File: config.mk
export PLATFORM = sky130hd
export DESIGN_NAME = logic_lut_eval
export DESIGN_NICKNAME = d
export VERILOG_FILES = /design/src/rtl/logic_lut_pkg.sv /design/src/rtl/logic_lut_eval_timer.sv /design/src/rtl/logic_lut_eval.sv
export SDC_FILE = /design/constraint.sdc
export NUM_CORES = 1
export LEC_CHECK = 0
export CELL_PAD_IN_SITES_DETAIL_PLACEMENT = 0
export CELL_PAD_IN_SITES_GLOBAL_PLACEMENT = 1
export CORE_MARGIN = 5
export CORE_UTILIZATION = 41
export CTS_BUF_LIST = sky130_fd_sc_hd__clkbuf_4 sky130_fd_sc_hd__clkbuf_8
export DETAILED_ROUTE_END_ITERATION = 8
export GPL_TIMING_DRIVEN = 0
export HOLD_SLACK_MARGIN = 0.12
export PLACE_DENSITY_LB_ADDON = 0.1
export SYNTH_ARGS = -nofsm -noshare
export SYNTH_HDL_FRONTEND = slang
export SYNTH_SLANG_ARGS = --single-unit
File: constraint.sdc
create_clock -name clk -period 4.1 [get_ports clk]
set_clock_uncertainty 0.15 [all_clocks]
set_input_delay 1.025 -clock clk [delete_from_list [all_inputs] [get_ports clk]]
set_output_delay 1.025 -clock clk [all_outputs]
set_load 0.02 [all_outputs]
File: src/rtl/logic_lut_pkg.sv
// Shared types and constants for the programmable truth-table evaluator.
//   state_t    : evaluator FSM states (IDLE, SETTLE, HOLD)
//   TT_DEFAULT : truth table loaded at reset by default (4-input function)
//   TIMER_W    : width of the settle timer counter
//   tt_w(n)    : truth-table width for an n-input function (2**n)
package logic_lut_pkg;

  typedef enum logic [1:0] {
    IDLE   = 2'd0,
    SETTLE = 2'd1,
    HOLD   = 2'd2
  } state_t;

  localparam logic [15:0] TT_DEFAULT = 16'h2D30;
  localparam int          TIMER_W    = 8;

  function automatic int tt_w(input int n);
    return 1 << n;
  endfunction

endpackage

File: src/rtl/logic_lut_eval_timer.sv
// Settle timer: 8-bit load/decrement counter.
//   clk, rst  : clock, asynchronous active-high reset
//   load      : load load_val into the counter this cycle
//   load_val  : number of cycles to count down
//   done      : high for the single cycle in which the count is 1, i.e. the
//               last cycle of the settle window
module lut_settle_timer
  import logic_lut_pkg::*;
(
  input  logic               clk,
  input  logic               rst,
  input  logic               load,
  input  logic [TIMER_W-1:0] load_val,
  output logic               done
);

  logic [TIMER_W-1:0] count_q;

  always_ff @(posedge clk or posedge rst) begin
    if (rst) begin
      count_q <= '0;
    end else if (load) begin
      count_q <= load_val;
    end else if (count_q != '0) begin
      count_q <= count_q - 1'b1;
    end
  end

  // Counter parks at zero once expired, so done cannot repeat.
  assign done = (count_q == TIMER_W'(1));

endmodule

File: src/rtl/logic_lut_eval.sv
// Runtime-programmable N_IN-input Boolean function evaluator.
//   clk, rst   : clock, asynchronous active-high reset
//   cfg_we     : load cfg_tt into the truth table at the next edge
//   cfg_tt     : new truth table, bit i = f(i)
//   in_valid / in_ready / in_vec   : input vector stream
//   out_valid / out_ready / out_bit / out_vec : result stream
//   tt_q       : current truth table
//   eval_cnt   : completed output handshakes, saturating
//   dbg_state  : current FSM state
//
// Handshakes: a transfer happens on a rising edge where valid and ready are
// both high. The producer holds valid and its payload stable until that
// edge; ready may depend combinationally on the consumer's own state and
// configuration, never on valid. Only one vector is in flight at a time.
module logic_lut_eval
  import logic_lut_pkg::*;
#(
  parameter int                      N_IN          = 4,
  parameter logic [tt_w(N_IN)-1:0]   TT_RESET      = TT_DEFAULT,
  parameter int                      SETTLE_CYCLES = 2,
  parameter int                      CNT_W         = 16
) (
  input  logic                  clk,
  input  logic                  rst,
  input  logic                  cfg_we,
  input  logic [tt_w(N_IN)-1:0] cfg_tt,
  input  logic                  in_valid,
  output logic                  in_ready,
  input  logic [N_IN-1:0]       in_vec,
  output logic                  out_valid,
  input  logic                  out_ready,
  output logic                  out_bit,
  output logic [N_IN-1:0]       out_vec,
  output logic [tt_w(N_IN)-1:0] tt_q,
  output logic [CNT_W-1:0]      eval_cnt,
  output state_t                dbg_state
);

  localparam logic [TIMER_W-1:0] SETTLE_LOAD = TIMER_W'(SETTLE_CYCLES);
  localparam bit                 NO_SETTLE   = (SETTLE_CYCLES == 0);

  state_t          state_q;
  state_t          state_d;
  logic            rdy_q;
  logic            accept;
  logic            timer_load;
  logic            timer_done;
  logic            bit_q;
  logic [N_IN-1:0] vec_q;

  // rdy_q keeps in_ready low during reset and for the first edge after it.
  always_ff @(posedge clk or posedge rst) begin
    if (rst) begin
      rdy_q <= 1'b0;
    end else begin
      rdy_q <= 1'b1;
    end
  end

  // A config write takes priority over a pending vector in IDLE.
  assign in_ready   = (state_q == IDLE) && rdy_q && !cfg_we;
  assign accept     = in_valid && in_ready;
  assign out_valid  = (state_q == HOLD);
  assign out_bit    = bit_q;
  assign out_vec    = vec_q;
  assign dbg_state  = state_q;
  assign timer_load = accept && !NO_SETTLE;

  lut_settle_timer u_timer (
    .clk      (clk),
    .rst      (rst),
    .load     (timer_load),
    .load_val (SETTLE_LOAD),
    .done     (timer_done)
  );

  always_ff @(posedge clk or posedge rst) begin
    if (rst) begin
      state_q <= IDLE;
    end else begin
      state_q <= state_d;
    end
  end

  always_comb begin
    state_d = state_q;
    case (state_q)
      IDLE: begin
        if (accept) begin
          state_d = NO_SETTLE ? HOLD : SETTLE;
        end
      end
      SETTLE: begin
        if (timer_done) begin
          state_d = HOLD;
        end
      end
      HOLD: begin
        if (out_ready) begin
          state_d = IDLE;
        end
      end
      default: state_d = IDLE;
    endcase
  end

  always_ff @(posedge clk or posedge rst) begin
    if (rst) begin
      tt_q <= TT_RESET;
    end else if (cfg_we) begin
      tt_q <= cfg_tt;
    end
  end

  // The result is snapshotted at accept, so later table writes cannot
  // disturb a vector already in flight.
  always_ff @(posedge clk or posedge rst) begin
    if (rst) begin
      vec_q <= '0;
      bit_q <= 1'b0;
    end else if (accept) begin
      vec_q <= in_vec;
      bit_q <= tt_q[in_vec];
    end
  end

  always_ff @(posedge clk or posedge rst) begin
    if (rst) begin
      eval_cnt <= '0;
    end else if ((state_q == HOLD) && out_ready && (eval_cnt != '1)) begin
      eval_cnt <= eval_cnt + 1'b1;
    end
  end

endmodule
==> flow_metrics.py <==
metrics = {
    "outcome": {
        "status": "completed",
    },
    "worst_setup_path": {
        "critPathBufInv": 2,
        "arrival_ns": 2.25,
        "rr_startpoint": "u_timer.count_q[0]",
        "crit_path_cell_trace": "buf_2 -> nor4b_2 -> clkdlybuf4s50_1",
        "crit_path_end_kind": "primary output",
        "crit_family": "buffers and inverters",
        "slowest_stage": "clkdlybuf4s50_1",
        "start_kind": "primary input",
        "cp_slowest_stage_delay_ns": 0.68,
        "path_max_fanout": 8,
        "critical_path.startpoint": "cfg_we",
        "cp.required_ns": 2.92,
        "reg2reg_depth": 6,
        "cp.depth": 3,
        "critical_path_class": "primary input to primary output",
    },
    "grt": {
        "grt_max_degree": 27,
        "grt_pass1_wl_um": 8756,
        "grtUsageTotal": 0.1505,
        "antenna_found_initial": 0,
        "grt_overflow_total": 0,
        "grt_pass1_vias": 1790,
    },
    "detailed_routing": {
        "vias": 1698,
        "dr.pass1.iters": 5,
        "initialDrtViolationCount": 25,
        "drtAntennaViolNets": 0,
        "routed_wl_um": 5099,
        "drc": 0,
        "wl_per_cell_um": 15.00,
        "vias_per_cell": 4.994,
    },
    "placed_design": {
        "hpwl_um": 3811,
        "portBuffers": 63,
        "place_congestion": 0.7535,
    },
    "cts": {
        "cts_setup_buffers": 0,
        "cts.sink_count": 48,
        "cts_tree": "built",
        "post_cts_resized": 0,
        "clk-insertion-delay-late_ns": 0.29,
        "clock_path_buffers": 2,
        "cts_buffers": 5,
        "htree_levels": 2,
        "path_clk_slew_ns": 0.08,
        "root_buffer": "clkbuf_8",
        "ctsHoldBuffers": 0,
    },
    "logic_synthesis": {
        "ys_seq_area_frac": 0.5236,
        "synth.distinct_cells": 46,
        "synth_edf_count": 0,
        "syn_area_um2": 2308,
        "synth_nets": 225,
        "synthCells": 196,
        "synth_ff_type": "dfrtp_1",
        "synth-seq-cells": 48,
        "avgSynthCellArea_um2": 11.78,
        "async_flop_share": 1.000,
        "yosysWarnings": 0,
    },
    "worst_hold_path": {
        "hold_path_class": "register to register",
        "whs_path_depth": 2,
        "holdCritStartpoint": "out_vec[3]",
    },
    "layout": {
        "layout.nets": 296,
        "antenna_cells": 0,
        "area.growth.synth_to_final_pct": 36.31,
        "fin_util": 0.5750,
        "num-fill-cells": 506,
        "layout-drive-gt1-share": 0.1679,
    },
    "power": {
        "p_leak_nw": 1.378,
        "power_density_nw_per_um2": 450.5,
        "ir_drop_mv": 0.2758,
    },
    "sta": {
        "drv_slew": 0,
        "finalHoldViolations": 0,
        "slew_headroom": 0.6151,
        "setup_tns_ns": 0,
        "rsz0062_at_grt": "false",
        "setup_viol": 0,
        "whs_ns": 0.3317,
        "max_freq_ghz": 0.2916,
        "period_share": 0.8364,
        "tightest_slew_ns": 0.5721,
        "layout_min_cycle_time_ns": 3.429,
    },
    "die": {
        "initial_utilization": 0.4218,
        "rows": 27,
        "die-area_um2": 7231,
        "coreArea_um2": 5473,
        "die_x_um": 85.04,
        "die_h_um": 85.04,
        "pin_count": 66,
    },
    "flow_run": {
        "cap_violations": 0,
    },
}
[path summary, 6_finish.rpt]
| kind | end | slack [ns] |
|---|---|---|
| max | in_ready | 0.67 |
| min | out_vec[3] | 0.33 |
| max reg2reg | u_timer.count_q[6] | 2.06 |
| min reg2reg | out_vec[3] | 0.33 |
| max in group asynchronous | tt_q[13] | 2.28 |
| min in group asynchronous | eval_cnt[5] | 0.93 |
[flip-flops by register name (all words and copies together), names as in the netlist]
register,flops
dbg_state,2
rdy_q,1
tt_q,16
out_bit,1
eval_cnt,16
u_timer.count_q,8
out_vec,4
[area by class of cell]
cell class	count	area, µm²	share of cell area
flip-flops and latches	48	1209	0.3841
plain buffers	5	22.52	0.007157
repair buffers	64	650.6	0.2068
well taps	72	90.09	0.02863
clock buffers	8	97.59	0.03101
inverters	6	22.52	0.007157
multi-input cells	137	1055	0.3352
[tightest hold or removal path, stage by stage, from the launching register on]
cell and delay, ns:
dfrtp_1 0.34, nand2_1 0.05, nand2_1 0.06
[routing by layer]
layer	GRT usage	vias to the layer above	wire length (µm)
li1	-	843	-
met1	0.1887	807	2206
met2	0.2528	43	2560
met3	0.04563	5	282
met4	0.03885	0	49
met5	0	-	0
[Yosys cell counts (2+ instances only)]
master,count,area share
buf_2,3,0.0065
xor2_1,8,0.030
mux2i_1,3,0.013
nand4_1,4,0.011
o21ai_0,4,0.0087
xnor2_1,8,0.030
ha_1,4,0.022
nor4_1,3,0.0081
nand2_1,16,0.026
dfstp_2,6,0.068
a21oi_1,7,0.015
mux2_2,17,0.083
inv_1,6,0.0098
nor4_4,2,0.018
nor3_1,4,0.0087
nor2_1,13,0.021
and2_1,2,0.0054
or3_1,2,0.0054
a211oi_1,2,0.0065
mux4_2,3,0.029
and3_1,5,0.014
a31oi_1,2,0.0054
dfrtp_1,42,0.46
nand3_1,8,0.017
[per-stage QoR]
step / setup WS, ns / instances / area, µm² / power, mW
after detailed placement: 0.6620 / 332 / 3049 / 1.136
final: 0.6708 / 340 / 3147 / 1.418
after global routing: 0.5778 / 340 / 3147 / 1.524
after floorplan: 1.163 / 196 / 2308 / 0.9390
after CTS: 0.6466 / 340 / 3147 / 1.443
after global placement: 0.6420 / 331 / 3029 / 1.125
[logic make-up (layout without fill, tap and decap cells)]
family / after synthesis / in the layout / share of synthesized area
mux: 23 / 23 / 0.1252
buf+inv: 11 / 83 / 0.01951
xor+xnor: 16 / 16 / 0.06071
other cells: 1 / 1 / 0.001624
flops: 48 / 48 / 0.5236
compound gates: 24 / 24 / 0.07155
fa+ha+maj: 4 / 4 / 0.02168
simple gates: 69 / 69 / 0.1762
[cell usage in the layout (no fill, tap or decap), types with 2 or more instances in the layout]
cell / instances
clkdlybuf4s50_1: 63
dfrtp_1: 42
mux2_2: 17
nand2_1: 16
nor2_1: 13
nand3_1: 8
xnor2_1: 8
xor2_1: 8
a21oi_1: 7
clkbuf_8: 6
dfstp_2: 6
and3_1: 5
inv_1: 5
o21ai_0: 4
nand4_1: 4
nor3_1: 4
ha_1: 4
buf_2: 3
nor4_1: 3
mux4_2: 3
mux2i_1: 3
and2_1: 2
nor4_4: 2
or3_1: 2
a211oi_1: 2
a31oi_1: 2
clkbuf_4: 2
[power breakdown]
group / total [mW] / leakage, nW / switching (mW) / internal (mW)
Sequential: 0.660 / 0.595 / 0.0908 / 0.569
Combinational: 0.460 / 0.730 / 0.226 / 0.234
Clock: 0.298 / 0.0523 / 0.147 / 0.151
(Power assumes the default switching activity.)
